### src/rtl/seg7_mux_counter_if.sv
// Bundles the count-control inputs and display outputs of seg7_mux_counter.
// The master modport is the driver side (board logic or bench); the slave
// modport is the counter itself.
interface seg7_mux_counter_if #(
  parameter int DIGITS = 4
);
  logic                  en;
  logic                  up;
  logic                  load;
  logic [4*DIGITS-1:0]   load_val;
  logic [4*DIGITS-1:0]   count;
  logic                  wrap;
  logic [7:0]            seg;
  logic [DIGITS-1:0]     an;

  modport master (
    output en, up, load, load_val,
    input  count, wrap, seg, an
  );

  modport slave (
    input  en, up, load, load_val,
    output count, wrap, seg, an
  );
endinterface

### src/rtl/seg7_mux_counter.sv
// Multi-digit BCD up/down counter with a prescaled count tick, parallel load,
// wrap pulse, and a time-multiplexed 7-segment scan (one-hot digit select).
// Optional feature macro: SEG7_LEADING_ZERO_BLANK_EN blanks leading-zero digits
// (never digit 0) on the segment bus; the count itself is unaffected.
module seg7_mux_counter #(
  parameter int DIGITS   = 4,
  parameter int TICK_DIV = 1,
  parameter int SCAN_DIV = 1
) (
  input logic               clk,
  input logic               rst,
  seg7_mux_counter_if.slave bus
);

  localparam int TW  = (TICK_DIV > 1) ? $clog2(TICK_DIV) : 1;
  localparam int SW  = (SCAN_DIV > 1) ? $clog2(SCAN_DIV) : 1;
  localparam int IW  = (DIGITS > 1)   ? $clog2(DIGITS)   : 1;
  localparam int CW  = 4 * DIGITS;

  localparam logic [TW-1:0] TICK_LAST = TW'(TICK_DIV - 1);
  localparam logic [SW-1:0] SCAN_LAST = SW'(SCAN_DIV - 1);
  localparam logic [IW-1:0] IDX_LAST  = IW'(DIGITS - 1);

  logic [CW-1:0]     count_q,    count_d;
  logic              wrap_q,     wrap_d;
  logic [TW-1:0]     tick_cnt_q, tick_cnt_d;
  logic [SW-1:0]     scan_cnt_q, scan_cnt_d;
  logic [IW-1:0]     scan_idx_q, scan_idx_d;
  logic [7:0]        seg_q,      seg_d;
  logic [DIGITS-1:0] an_q,       an_d;

  logic [CW-1:0] inc_val, dec_val, load_clamped;
  logic          inc_wrap, dec_wrap;
  logic          tick;

  // Digit value to active-high segments {g,f,e,d,c,b,a}.
  function automatic logic [6:0] decode(input logic [3:0] d);
    case (d)
      4'd0:    decode = 7'h3F;
      4'd1:    decode = 7'h06;
      4'd2:    decode = 7'h5B;
      4'd3:    decode = 7'h4F;
      4'd4:    decode = 7'h66;
      4'd5:    decode = 7'h6D;
      4'd6:    decode = 7'h7D;
      4'd7:    decode = 7'h07;
      4'd8:    decode = 7'h7F;
      4'd9:    decode = 7'h6F;
      default: decode = 7'h00;
    endcase
  endfunction

  // BCD increment/decrement candidates and the clamped load value.
  // NOTE: every combinational output gets a default before any branch, so no
  // path leaves it unassigned and no latch is inferred.
  always_comb begin
    logic       carry, borrow;
    logic [3:0] nib;
    inc_val      = '0;
    dec_val      = '0;
    load_clamped = '0;
    carry        = 1'b1;
    borrow       = 1'b1;
    for (int k = 0; k < DIGITS; k++) begin
      nib = count_q[4*k +: 4];
      if (carry && nib == 4'd9) begin
        inc_val[4*k +: 4] = 4'd0;
      end else begin
        inc_val[4*k +: 4] = carry ? nib + 4'd1 : nib;
        carry             = 1'b0;
      end
      if (borrow && nib == 4'd0) begin
        dec_val[4*k +: 4] = 4'd9;
      end else begin
        dec_val[4*k +: 4] = borrow ? nib - 4'd1 : nib;
        borrow            = 1'b0;
      end
      nib = bus.load_val[4*k +: 4];
      load_clamped[4*k +: 4] = (nib > 4'd9) ? 4'd9 : nib;
    end
    inc_wrap = carry;
    dec_wrap = borrow;
  end

  assign tick = bus.en && (tick_cnt_q == TICK_LAST);

  // Count path: load beats tick, tick beats hold; wrap only on a real roll.
  always_comb begin
    count_d    = count_q;
    wrap_d     = 1'b0;
    tick_cnt_d = tick_cnt_q;
    if (bus.load) begin
      count_d    = load_clamped;
      tick_cnt_d = '0;
    end else if (tick) begin
      tick_cnt_d = '0;
      count_d    = bus.up ? inc_val  : dec_val;
      wrap_d     = bus.up ? inc_wrap : dec_wrap;
    end else if (bus.en) begin
      tick_cnt_d = TW'(tick_cnt_q + 1'b1);
    end
  end

  // Scan path: free-running slot timer and digit index, plus the registered
  // segment/anode values for the digit currently selected.
  always_comb begin
    int         sel;
    logic [3:0] digit;
    scan_cnt_d = TW'(0) == '0 ? SW'(scan_cnt_q + 1'b1) : '0;
    scan_idx_d = scan_idx_q;
    if (scan_cnt_q == SCAN_LAST) begin
      scan_cnt_d = '0;
      scan_idx_d = (scan_idx_q == IDX_LAST) ? '0 : IW'(scan_idx_q + 1'b1);
    end
    sel   = int'(scan_idx_q);
    digit = count_q[4*sel +: 4];
    seg_d = {1'b0, decode(digit)};
`ifdef SEG7_LEADING_ZERO_BLANK_EN
    // A digit is a leading zero when it and everything above it are zero.
    if (sel != 0 && (count_q >> (4*sel)) == '0) begin
      seg_d = 8'h00;
    end
`endif
    an_d      = '0;
    an_d[sel] = 1'b1;
  end

  // State registers with synchronous reset.
  // NOTE: sequential state uses non-blocking assignments so every register
  // samples the pre-edge values, independent of statement order.
  always_ff @(posedge clk) begin
    if (rst) begin
      count_q    <= '0;
      wrap_q     <= 1'b0;
      tick_cnt_q <= '0;
      scan_cnt_q <= '0;
      scan_idx_q <= '0;
      seg_q      <= 8'h00;
      an_q       <= '0;
    end else begin
      count_q    <= count_d;
      wrap_q     <= wrap_d;
      tick_cnt_q <= tick_cnt_d;
      scan_cnt_q <= scan_cnt_d;
      scan_idx_q <= scan_idx_d;
      seg_q      <= seg_d;
      an_q       <= an_d;
    end
  end

  assign bus.count = count_q;
  assign bus.wrap  = wrap_q;
  assign bus.seg   = seg_q;
  assign bus.an    = an_q;

endmodule

### src/flat_wrapper.sv
// flat-port wrapper written by rule: the top's interface ports become plain ports
module seg7_mux_counter_flat 
#(
  parameter int DIGITS   = 4,
  parameter int TICK_DIV = 1,
  parameter int SCAN_DIV = 1
)
  (clk, rst, bus_en, bus_up, bus_load, bus_load_val, bus_count, bus_wrap, bus_seg, bus_an);
  seg7_mux_counter_if #(.DIGITS(DIGITS)) bus_i ();
  input logic clk;
  input logic rst;
  input wire logic [$bits(bus_i.en)-1:0] bus_en;
  input wire logic [$bits(bus_i.up)-1:0] bus_up;
  input wire logic [$bits(bus_i.load)-1:0] bus_load;
  input wire logic [$bits(bus_i.load_val)-1:0] bus_load_val;
  output wire logic [$bits(bus_i.count)-1:0] bus_count;
  output wire logic [$bits(bus_i.wrap)-1:0] bus_wrap;
  output wire logic [$bits(bus_i.seg)-1:0] bus_seg;
  output wire logic [$bits(bus_i.an)-1:0] bus_an;
  assign bus_i.en = bus_en;
  assign bus_i.up = bus_up;
  assign bus_i.load = bus_load;
  assign bus_i.load_val = bus_load_val;
  assign bus_count = bus_i.count;
  assign bus_wrap = bus_i.wrap;
  assign bus_seg = bus_i.seg;
  assign bus_an = bus_i.an;
  seg7_mux_counter #(.DIGITS(DIGITS), .TICK_DIV(TICK_DIV), .SCAN_DIV(SCAN_DIV)) u_core (.clk(clk), .rst(rst), .bus(bus_i));
endmodule
### config.mk
export PLATFORM = sky130hd
export DESIGN_NAME = seg7_mux_counter_flat
export DESIGN_NICKNAME = d
export VERILOG_FILES = /design/src/rtl/seg7_mux_counter_if.sv /design/src/rtl/seg7_mux_counter.sv /design/src/flat_wrapper.sv
export SDC_FILE = /design/constraint.sdc
export NUM_CORES = 1
export LEC_CHECK = 0
export CAP_MARGIN = 30
export CORE_MARGIN = 1.5
export CORE_UTILIZATION = 36
export CTS_CLUSTER_DIAMETER = 60
export CTS_CLUSTER_SIZE = 16
export DETAILED_ROUTE_END_ITERATION = 8
export SETUP_SLACK_MARGIN = 0.1
export SLEW_MARGIN = 10
export SYNTH_ARGS = -nofsm -noshare
export SYNTH_HDL_FRONTEND = slang
export SYNTH_SLANG_ARGS = --single-unit
### constraint.sdc
create_clock -name clk -period 2.7 [get_ports clk]
set_clock_uncertainty 0.05 [all_clocks]
set_input_delay 0.27 -clock clk [delete_from_list [all_inputs] [get_ports clk]]
set_output_delay 0.27 -clock clk [all_outputs]
set_load 0.01 [all_outputs]
Yosys cells after proc, flatten, opt, wreduce, memory -nomap -nowiden
Memories as Yosys holds them, arrays and structs flattened. A register that Yosys moved wholly into a read port is not among the register bits. Index checks and enable logic that the tools add are counted.

Muxes and demuxes: 33. $add $sub $neg: 11. Bitwise gates (word level): 3. Magnitude comparators: 6. Shifts and indexed selects: 1. Reduce and logical (&&, ||, !) cells: 22. Eq/ne operators: 8.

Operator list (count): 4-bit 2-to-1 mux (18); 16-bit 2-to-1 mux (3); 4-bit by 1-bit adder with 4-bit output (second input constant) (4); 4-bit equality test (second input constant) (4); 4-bit greater-than comparator (second input constant) (4); 4-bit logical NOT (4); 16-bit by 5-bit variable part select with 4-bit output (1); 4-bit by 1-bit subtractor with 4-bit output (second input constant) (4); 4-bit by 1-bit != test with 1-bit output (second input constant) (3); 4-bit nonzero test (3); 1-bit 2-to-1 mux (10); 3-bit AND reduction (3); 1-bit logical AND (8); 3-bit OR reduction (2); 2-bit by 3-bit < comparator with 1-bit output (second input constant) (1); 1-bit NOT (3); 1-bit adder (second input constant) (2); 2-bit by 1-bit adder with 2-bit output (second input constant) (1); 1-bit demux with 2-bit select (1); 2-bit equality test (second input constant) (1); 2-bit by 1-bit greater-or-equal comparator with 1-bit output (second input constant) (1); 2-bit 2-to-1 mux (1); 2-bit nonzero test (1); 2-bit OR reduction (1).

Input bits: 21. Memories: 1. Output and inout port bits: 29. Word-level logic and storage cells: 95. Register bits: 26. ROM bits: 112.

Memories: (name not given) (depth 16, bits a word 7, read ports 1, clocked after Yosys merged registers in 1, write ports 0, line seg7_mux_counter.sv:38) `case (d)`.

Depth between registers and ports, before layout
Gate-level depths: netlist (run 1).

Depth after elaboration: 11. Depth in mapped cells: 8. Mapped depth without buffers: 7.

Worst setup path before layout (run 1)
Ideal clock, no wire load.

Path type: flip-flop to flip-flop. Start: reg u_core.count_q[5] (netlist: u_core.bus.count[5]). End: reg u_core.count_q[11] (netlist: u_core.bus.count[11]). Arrival time: 1.825 ns. Clock period less this slack: 2.007 ns. Path buffers: 0. Setup time: 0.131 ns. Path slack: 0.693 ns. Cell stages (with the launch flop): 8. Data required time: 2.519 ns. Path through: dfxtp_1 inv_1 ha_1 or3b_2 nor2_8 a311oi_4 a2111oi_4 nor3_1.

Longest elaborated chain between the ends: 8. Elaborated cells on any way between the ends: 16. Classes of those cells: eq/ne (2); mux (7); reduce/logical (7).

Ends and longest elaborated chain: start: declaration (line seg7_mux_counter.sv:24) `logic [CW-1:0] count_q, count_d;`; start signal: assignment (line seg7_mux_counter.sv:141) `count_q <= count_d;`; 4-bit equality test or 4-bit logical NOT (tied branches) (line seg7_mux_counter.sv:66, seg7_mux_counter.sv:72); 1-bit logical AND, on equally long branches (line seg7_mux_counter.sv:66, seg7_mux_counter.sv:72); 1-bit 2-to-1 mux, on equally long branches (line seg7_mux_counter.sv:66, seg7_mux_counter.sv:72); 1-bit logical AND, on equally long branches (line seg7_mux_counter.sv:66, seg7_mux_counter.sv:72); 4-bit 2-to-1 mux, on equally long branches (line seg7_mux_counter.sv:66, seg7_mux_counter.sv:72); 16-bit 2-to-1 mux (line seg7_mux_counter.sv:97) `count_d = bus.up ? inc_val : dec_val;`; 16-bit 2-to-1 mux (line seg7_mux_counter.sv:95) `end else if (tick) begin`; 16-bit 2-to-1 mux (line seg7_mux_counter.sv:92) `if (bus.load) begin`.

Several ways; a longest one is shown, not always the timed one. The select of a mux whose other input is x is not followed. A chain may end at the register's enable or synchronous reset.

Final worst setup path (run 1)
Start: reg u_core.count_q[4] (netlist: u_core.bus.count[4]). End: reg u_core.count_q[11] (netlist: u_core.bus.count[11]).

Same word-level chain as after synthesis.

==> out/qor.tcl, run 1 <==
set qor(worstMarginPinSlew_ps) 615.1
set qor(max_fanout_on_critical_path) 9
set qor(vias_after_detailed_routing) 2343
set qor(insertedDiodeCount) 0
set qor(yosys-mux-area-fraction_pct) 4.497
set qor(cp.required_ps) 2830
set qor(whs_ps) 438.4
set qor(cts_tree) {built}
set qor(drt_pass1_iterations) 6
set qor(post_drt_wl_per_cell_um) 15.78
set qor(synth_top_cell_area_share_pct) 26.16
set qor(synth-compound-area-share_pct) 21.82
set qor(cts_max_path_buffers) 2
set qor(clock_latency_ps) 290
set qor(rel_slew_slack_pct) 58.80
set qor(dieHeight_um) 85.47
set qor(post_cts_resize_count) 0
set qor(grt_antenna_before_repair) 0
set qor(crit_cells) 6
set qor(timing_max_transition_violations_final) 0
set qor(grt_max_degree) 19
set qor(place.detailed.instances) 405
set qor(postSynthAreaPerCell_um2) 8.357
set qor(clk_pin_slew_worst_paths_ps) 70
set qor(cp_common_cell) {sky130_fd_sc_hd__nor3_1}
set qor(final_layout_size_suffix_gt1_share_pct) 9.226
set qor(cp_cell_sequence) {ha_1, nand4b_1, nor3_1, nor3_1, a2111oi_4, nor3_1}
set qor(final_nets) 377
set qor(fin_total_pwr_w) 0.001458
set qor(port_buffers) 48
set qor(tritoncts.num_buffers) 5
set qor(cpLargestDelayFamily) {simple AND/OR/NAND/NOR gates}
set qor(ys_seq_area_share_pct) 26.16
set qor(start_util_pct) 37.91
set qor(remaining_drc_errors) 4
set qor(timing.critical_path.from_type) {register}
set qor(core_area_mm2) 0.006459
set qor(first_global_vias) 2185
set qor(cts_root_buf) {sky130_fd_sc_hd__clkbuf_8}
set qor(cellLeakagePower_nw) 1.171
set qor(number_of_post_cts_setup_repair_buffers) 0
set qor(grt-ovfl-total) 0
set qor(floorplan.die.width_um) 85.47
set qor(dominantRegCellSynth) {sky130_fd_sc_hd__dfxtp_1}
set qor(max_freq_mhz) 444.8
set qor(synth.yosys.warnings) 0
set qor(max_stage_delay_ps) 510
set qor(pre_cts_setup_slack_ps) 410.6
set qor(layout.cells.non_filler) 413
set qor(reg2reg_setup_slack_ps) 450
set qor(viasPerCell) 5.673
set qor(filler_cell_count) 634
set qor(finalWeightedCongestion) 0.8695
set qor(failed_checks) {design-rule violations}
set qor(worstPathBufferInverterCount) 0
set qor(timing.hold.worst_path_depth) 1
set qor(setup-violations-final) 0
set qor(critPathKind) {reg2reg}
set qor(r2r_cells) 6
set qor(timing.max_cap.violations) 0
set qor(vdd_ir_drop_max_v) 0.0002034
set qor(dieArea_mm2) 0.007305
set qor(outcome) {finished, violations left}
set qor(grt_util_all_layers_pct) 18.74
set qor(synth_area_leaders) {sky130_fd_sc_hd__dfxtp_1, sky130_fd_sc_hd__ha_1, sky130_fd_sc_hd__a21oi_1, sky130_fd_sc_hd__nor2_1, sky130_fd_sc_hd__mux4_2}
set qor(postSynth.asyncResetShare_pct) 0
set qor(power.density_mw_per_mm2) 473.4
set qor(synth_xor_area_share_pct) 2.146
set qor(top_cell_type_by_total_area_after_synthesis) {sky130_fd_sc_hd__dfxtp_1}
set qor(crit_path_top_delay_cell) {sky130_fd_sc_hd__dfxtp_1}
set qor(tns_ps) 0
set qor(synthesis.instances) 293
set qor(area_growth_pct) 25.75
set qor(drt-total-wl_um) 6517
set qor(detail-route-antenna-nets) 0
set qor(mostFrequentLayoutCells) {sky130_fd_sc_hd__clkdlybuf4s50_1, sky130_fd_sc_hd__dfxtp_1, sky130_fd_sc_hd__nor2_1}
set qor(first_iter_violations) 140
set qor(worst_slack_setup_final_ps) 451.7
set qor(place.detailed.hpwl_um) 4852
set qor(holdBufCountCts) 0
set qor(yosys.area_share.adder_pct) 10.73
set qor(crit_arrival_ps) 2380
set qor(synth.ff_latch_count) 32
set qor(hold_path.class) {reg2reg}
set qor(mappedNetlistArea_mm2) 0.002449
set qor(post-route-period-util_pct) 83.27
set qor(post_synth_num_cell_types) 57
set qor(cts.sinks) 32
set qor(grt_pass1_wl_um) 10900
set qor(synth_simple_gate_area_share_pct) 27.34
set qor(layout.cells.most_common) {sky130_fd_sc_hd__clkdlybuf4s50_1}
set qor(combinational_family_with_the_most_area_after_synthesis) {simple AND/OR/NAND/NOR gates}
set qor(final_hold_viol_count) 0
set qor(type_of_destination_of_the_critical_path) {register}
set qor(unrepaired_setup_endpoints_after_global_routing) {no}
set qor(io_pins) 50
set qor(crit_path_time_final_ps) 2248
set qor(clock_tree.htree_level_count) 2
set qor(edff_count_synth) 0
set qor(std_cell_rows) 29
## logic make-up after synthesis
| group | count (synthesis) |
|---|---|
| AOI/OAI and AO/OA | 74 |
| xor gates and xnor gates | 6 |
| adders and majority gates | 21 |
| buffers and inverters | 40 |
| DFF | 32 |
| muxes | 6 |
| other | 1 |
| and+or+nand+nor | 113 |
## cell usage after synthesis, types with 2 or more instances
cell / number
sky130_fd_sc_hd__dfxtp_1: 32
sky130_fd_sc_hd__o21a_1: 3
sky130_fd_sc_hd__and3_1: 2
sky130_fd_sc_hd__nand3_1: 8
sky130_fd_sc_hd__a21oi_1: 24
sky130_fd_sc_hd__o31ai_1: 2
sky130_fd_sc_hd__a21o_1: 3
sky130_fd_sc_hd__xor2_1: 4
sky130_fd_sc_hd__xnor2_1: 2
sky130_fd_sc_hd__nand3b_1: 5
sky130_fd_sc_hd__nor3b_1: 3
sky130_fd_sc_hd__inv_1: 17
sky130_fd_sc_hd__buf_2: 5
sky130_fd_sc_hd__nor4_1: 5
sky130_fd_sc_hd__nand2b_1: 5
sky130_fd_sc_hd__a31oi_1: 3
sky130_fd_sc_hd__nor4b_1: 3
sky130_fd_sc_hd__o32ai_1: 3
sky130_fd_sc_hd__nor3_1: 17
sky130_fd_sc_hd__buf_6: 2
sky130_fd_sc_hd__o41ai_1: 3
sky130_fd_sc_hd__nand2_1: 15
sky130_fd_sc_hd__or3_1: 2
sky130_fd_sc_hd__a311o_1: 3
sky130_fd_sc_hd__nor4_4: 2
sky130_fd_sc_hd__nand4b_1: 3
sky130_fd_sc_hd__o21ai_0: 11
sky130_fd_sc_hd__clkbuf_1: 15
sky130_fd_sc_hd__a211oi_1: 3
sky130_fd_sc_hd__nor2b_1: 8
sky130_fd_sc_hd__o22ai_1: 3
sky130_fd_sc_hd__ha_1: 21
sky130_fd_sc_hd__mux4_2: 4
sky130_fd_sc_hd__mux2i_1: 2
sky130_fd_sc_hd__nor2_1: 26
sky130_fd_sc_hd__a221oi_1: 3
## area by class of cell
| class | instances | area [um2] | area share [%] |
|---|---|---|---|
| multi-input combinational | 222 | 1637 | 53.15 |
| clock buffer | 7 | 86.33 | 2.804 |
| timing repair buffer | 57 | 548.0 | 17.80 |
| clock inverter | 1 | 7.507 | 0.2438 |
| sequential | 32 | 640.6 | 20.80 |
| inverter | 17 | 63.81 | 2.072 |
| tap | 77 | 96.34 | 3.129 |
## metal layers
layer / wire length [um] / up-vias / part of all wire [%] / global-route usage, %
met1: 3090 / 1096 / 47 / 25.77
met3: 446 / 9 / 6.8 / 3.794
met2: 2860 / 91 / 44 / 29.28
met5: 0 / - / 0 / 0
met4: 119 / 0 / 1.8 / 6.305
li1: - / 1147 / - / -
## state kept, by name, indices dropped and copies added (netlist names)
signal             count
u_core.bus.wrap        1
u_core.bus.an          4
u_core.tick_cnt_q      1
u_core.bus.count      16
u_core.scan_idx_q      2
u_core.scan_cnt_q      1
u_core.bus.seg         7
## worst paths after layout
check | from | endpoint
setup / recovery | u_core.bus.count[4]$_SDFFE_PP0P_ | u_core.bus.count[11]$_SDFFE_PP0P_
hold / removal | u_core.tick_cnt_q$_SDFFE_PP0P_ | u_core.tick_cnt_q$_SDFFE_PP0P_
hold reg to reg | u_core.tick_cnt_q$_SDFFE_PP0P_ | u_core.tick_cnt_q$_SDFFE_PP0P_
setup reg to reg | u_core.bus.count[4]$_SDFFE_PP0P_ | u_core.bus.count[11]$_SDFFE_PP0P_
## stage by stage
step	util, %	cell area (um2)
global route	47.68	3079
finish	47.68	3079
detailed placement	46.22	2985
global placement	46.22	2985
CTS	47.68	3079
floorplan	-	2452
## power breakdown
part | total (W) | leakage [nW] | switching [W] | internal [W]
Combinational | 0.000485 | 0.862 | 0.000244 | 0.000241
Clock | 0.000400 | 0.0445 | 0.000192 | 0.000207
Sequential | 0.000573 | 0.265 | 0.0000576 | 0.000515
Total | 0.00146 | 1.17 | 0.000494 | 0.000963
Note: power is estimated with default switching activity, not from simulation.
==> inputs of run 2 (changes only) <==
Clock period 2.7 ns to 1.95 ns, I/O delays scaled along.
==> out/qor.tcl, run 2 (synthesized netlist as in run 1, its figures left out) <==
set qor(mostFrequentLayoutCells) {sky130_fd_sc_hd__buf_4, sky130_fd_sc_hd__clkdlybuf4s50_1, sky130_fd_sc_hd__nor2_1}
set qor(min_delay_worst_endpoint) {u_core.bus.count[1]$_SDFFE_PP0P_}
set qor(cts_max_path_buffers) 2 ;# unchanged
set qor(cellLeakagePower_nw) 1.525 ;# +30%
set qor(clock_tree.htree_level_count) 2 ;# unchanged
set qor(dieHeight_um) 85.47 ;# unchanged
set qor(switchingPower_w) 0.0008011 ;# +62%
set qor(insertedDiodeCount) 0 ;# unchanged
set qor(core_area_mm2) 0.006459 ;# unchanged
set qor(hp-start) {bus_load_val[1]}
set qor(timing.critical_path.from_type) {register}
set qor(pwr-share-clk_pct) 27.0 ;# -0.4 points
set qor(drt-total-wl_um) 7848 ;# +20%
set qor(post_drt_wl_per_cell_um) 16.70 ;# +5.8%
set qor(grt_antenna_before_repair) 0 ;# unchanged
set qor(outcome) {finished, violations left}
set qor(power.share.combinational_pct) 40.9 ;# +7.6 points
set qor(failed_checks) {design-rule violations, negative setup slack}
set qor(first_iter_violations) 177 ;# +26%
set qor(detail-route-antenna-nets) 0 ;# unchanged
set qor(tns_ps) -2.893 ;# -2.893 ps
set qor(crit_path_time_final_ps) 1953 ;# -295.4 ps
set qor(crit_arrival_ps) 2120 ;# -260 ps
set qor(max_stage_delay_ps) 560 ;# +50 ps
set qor(largest_register_ffs) 16 ;# unchanged
set qor(top_usage_layer) {met2}
set qor(port_buffers) 48 ;# unchanged
set qor(filler_cell_count) 568 ;# -10%
set qor(setup-violations-final) 1 ;# +1
set qor(rel_slew_slack_pct) 59.32 ;# +0.51 points
set qor(power.density_mw_per_mm2) 621.7 ;# +31%
set qor(cp_cell_sequence) {buf_6, or4_4, nor2_8, a311oi_4, a31o_2, a21oi_1}
set qor(tritoncts.num_buffers) 5 ;# unchanged
set qor(max_freq_mhz) 512.1 ;# +15%
set qor(crit_path_top_delay_cell) {sky130_fd_sc_hd__or4_4}
set qor(area_growth_pct) 58.15
set qor(io_pins) 50 ;# unchanged
set qor(worst_r2r_dst) {u_core.bus.count[10]$_SDFFE_PP0P_}
set qor(dieArea_mm2) 0.007305 ;# unchanged
set qor(final_layout_size_suffix_gt1_share_pct) 36.90 ;# +28 points
set qor(max_fanout_on_critical_path) 8 ;# -1
set qor(power_switching_share_pct) 33.28 ;# -0.64 points
set qor(cts_root_buf) {sky130_fd_sc_hd__clkbuf_8}
set qor(clock_latency_ps) 290 ;# about the same
set qor(grt.met2_usage_pct) 34.50 ;# +5.2 points
set qor(worst_r2r_startpoint) {u_core.bus.count[1]$_SDFFE_PP0P_}
set qor(grt_util_all_layers_pct) 20.62 ;# +1.9 points
set qor(viasPerCell) 5.517 ;# -2.8%
set qor(first_global_vias) 2427 ;# +11%
set qor(worst_slack_setup_final_ps) -2.893 ;# -454.6 ps
set qor(finalWeightedCongestion) 0.8702 ;# about the same
set qor(timing.max_cap.violations) 0 ;# unchanged
set qor(timing.hold.worst_path_depth) 3 ;# +2
set qor(global_route.usage.met3_pct) 3.210 ;# -0.58 points
set qor(worstMarginPinSlew_ps) 610.2 ;# -4.850 ps
set qor(timing_max_transition_violations_final) 0 ;# unchanged
set qor(post-route-period-util_pct) 100.1 ;# +17 points
set qor(grt_max_degree) 33 ;# +14
set qor(cpLargestDelayFamily) {simple AND/OR/NAND/NOR gates}
set qor(cts.sinks) 32 ;# unchanged
set qor(place.detailed.hpwl_um) 5526 ;# +14%
set qor(start_util_pct) 37.91 ;# unchanged
set qor(final_util_pct) 59.96 ;# +12 points
set qor(final_nets) 434 ;# +15%
set qor(grt_pass1_wl_um) 11940 ;# +9.5%
set qor(cts_tree) {built}
set qor(fin_total_pwr_w) 0.002408 ;# +65%
set qor(layout.cells.most_common) {sky130_fd_sc_hd__buf_4}
set qor(hold_path.class) {in2reg}
set qor(clk_pin_slew_worst_paths_ps) 80 ;# about the same
set qor(vias_after_detailed_routing) 2593 ;# +11%
set qor(critPathKind) {reg2reg}
set qor(type_of_destination_of_the_critical_path) {register}
set qor(multiInputGateArea_mm2) 0.001924 ;# +18%
set qor(std_cell_rows) 29 ;# unchanged
set qor(final_hold_viol_count) 0 ;# unchanged
set qor(placedInstanceArea_mm2) 0.003408 ;# +14%
set qor(remaining_drc_errors) 3 ;# -1
set qor(vdd_ir_drop_max_v) 0.0003935 ;# +94%
set qor(worstPathBufferInverterCount) 1 ;# +1
set qor(area_of_all_sequential_standard_cells_um2) 658.1 ;# +2.7%
set qor(unrepaired_setup_endpoints_after_global_routing) {yes}
set qor(reg2reg_setup_slack_ps) -3 ;# -450 ps
set qor(groute.layer.met1.usage_pct) 27.49 ;# +1.7 points
set qor(pwr-share-seq_pct) 32.1 ;# -7.2 points
set qor(floorplan.die.width_um) 85.47 ;# unchanged
set qor(grt-ovfl-total) 0 ;# unchanged
set qor(drt_pass1_iterations) 6 ;# unchanged
set qor(cp.required_ps) 2120 ;# -710 ps
set qor(r2r_cells) 6 ;# unchanged
set qor(internal_cell_power_w) 0.001606 ;# +67%
set qor(stdcell_area_mm2) 0.003872 ;# +26%
set qor(whs_ps) 451.4 ;# +12.98 ps
set qor(holdBufCountCts) 0 ;# unchanged
## run 2: cell type report
class	instances	share of cell area [%]
tap	77	2.488
inverter	17	1.842
timing repair buffer	114	26.20
clock inverter	2	0.9047
clock buffer	6	1.874
multi-input combinational	222	49.69
sequential	32	17.00
## run 2: repair_timing
action,4_1_cts,5_1_grt
endpoints found under the setup margin,12,17
resized for setup,22,49
pin swaps,13,20
buffers inserted,3,4
## run 2: through the flow
| stage | setup WS [ps] | cells |
|---|---|---|
| after detailed placement | -93.30 | 455 |
| after floorplan | 86.08 | 294 |
| final | -2.893 | 470 |
| after global routing | -87.83 | 470 |
| after CTS | 32.54 | 466 |
| after global placement | -77.45 | 455 |
## run 2: routing by layer
metal	vias up	wire, um
met5	-	0
met4	0	80
met3	7	416
met2	76	3940
met1	1249	3411
li1	1261	-
## run 2: worst max path at each step
stage	start	endpoint	slack [ps]	cells after the start
6_report	u_core.bus.count[1]$_SDFFE_PP0P_	u_core.bus.count[10]$_SDFFE_PP0P_	-3	6
5_1_grt	u_core.bus.count[8]$_SDFFE_PP0P_	u_core.bus.count[8]$_SDFFE_PP0P_	-90	8
4_1_cts	u_core.bus.count[4]$_SDFFE_PP0P_	u_core.bus.count[9]$_SDFFE_PP0P_	30	7
3_5_place_dp	bus_up	u_core.bus.count[7]$_SDFFE_PP0P_	-90	8
3_3_place_gp	bus_up	u_core.bus.count[7]$_SDFFE_PP0P_	-80	8
2_1_floorplan	u_core.bus.count[5]$_SDFFE_PP0P_	u_core.bus.count[14]$_SDFFE_PP0P_	90	7
## run 2: worst register-to-register path, stage by stage (launching register included)
cell and delay, ps:
sky130_fd_sc_hd__dfxtp_2 340, sky130_fd_sc_hd__buf_6 110, sky130_fd_sc_hd__or4_4 560, sky130_fd_sc_hd__nor2_8 220, sky130_fd_sc_hd__a311oi_4 210, sky130_fd_sc_hd__a31o_2 270
sky130_fd_sc_hd__a21oi_1 130
## run 2: power by group through the flow
stage | registers, W | logic [W] | clock network (W)
4_1_cts | 0.000770 | 0.000858 | 0.000654
5_1_grt | 0.000781 | 0.00106 | 0.000688
3_3_place_gp | 0.000781 | 0.000804 | 0
3_5_place_dp | 0.000783 | 0.000813 | 0
6_report | 0.000774 | 0.000984 | 0.000649
2_1_floorplan | 0.000798 | 0.000436 | 0
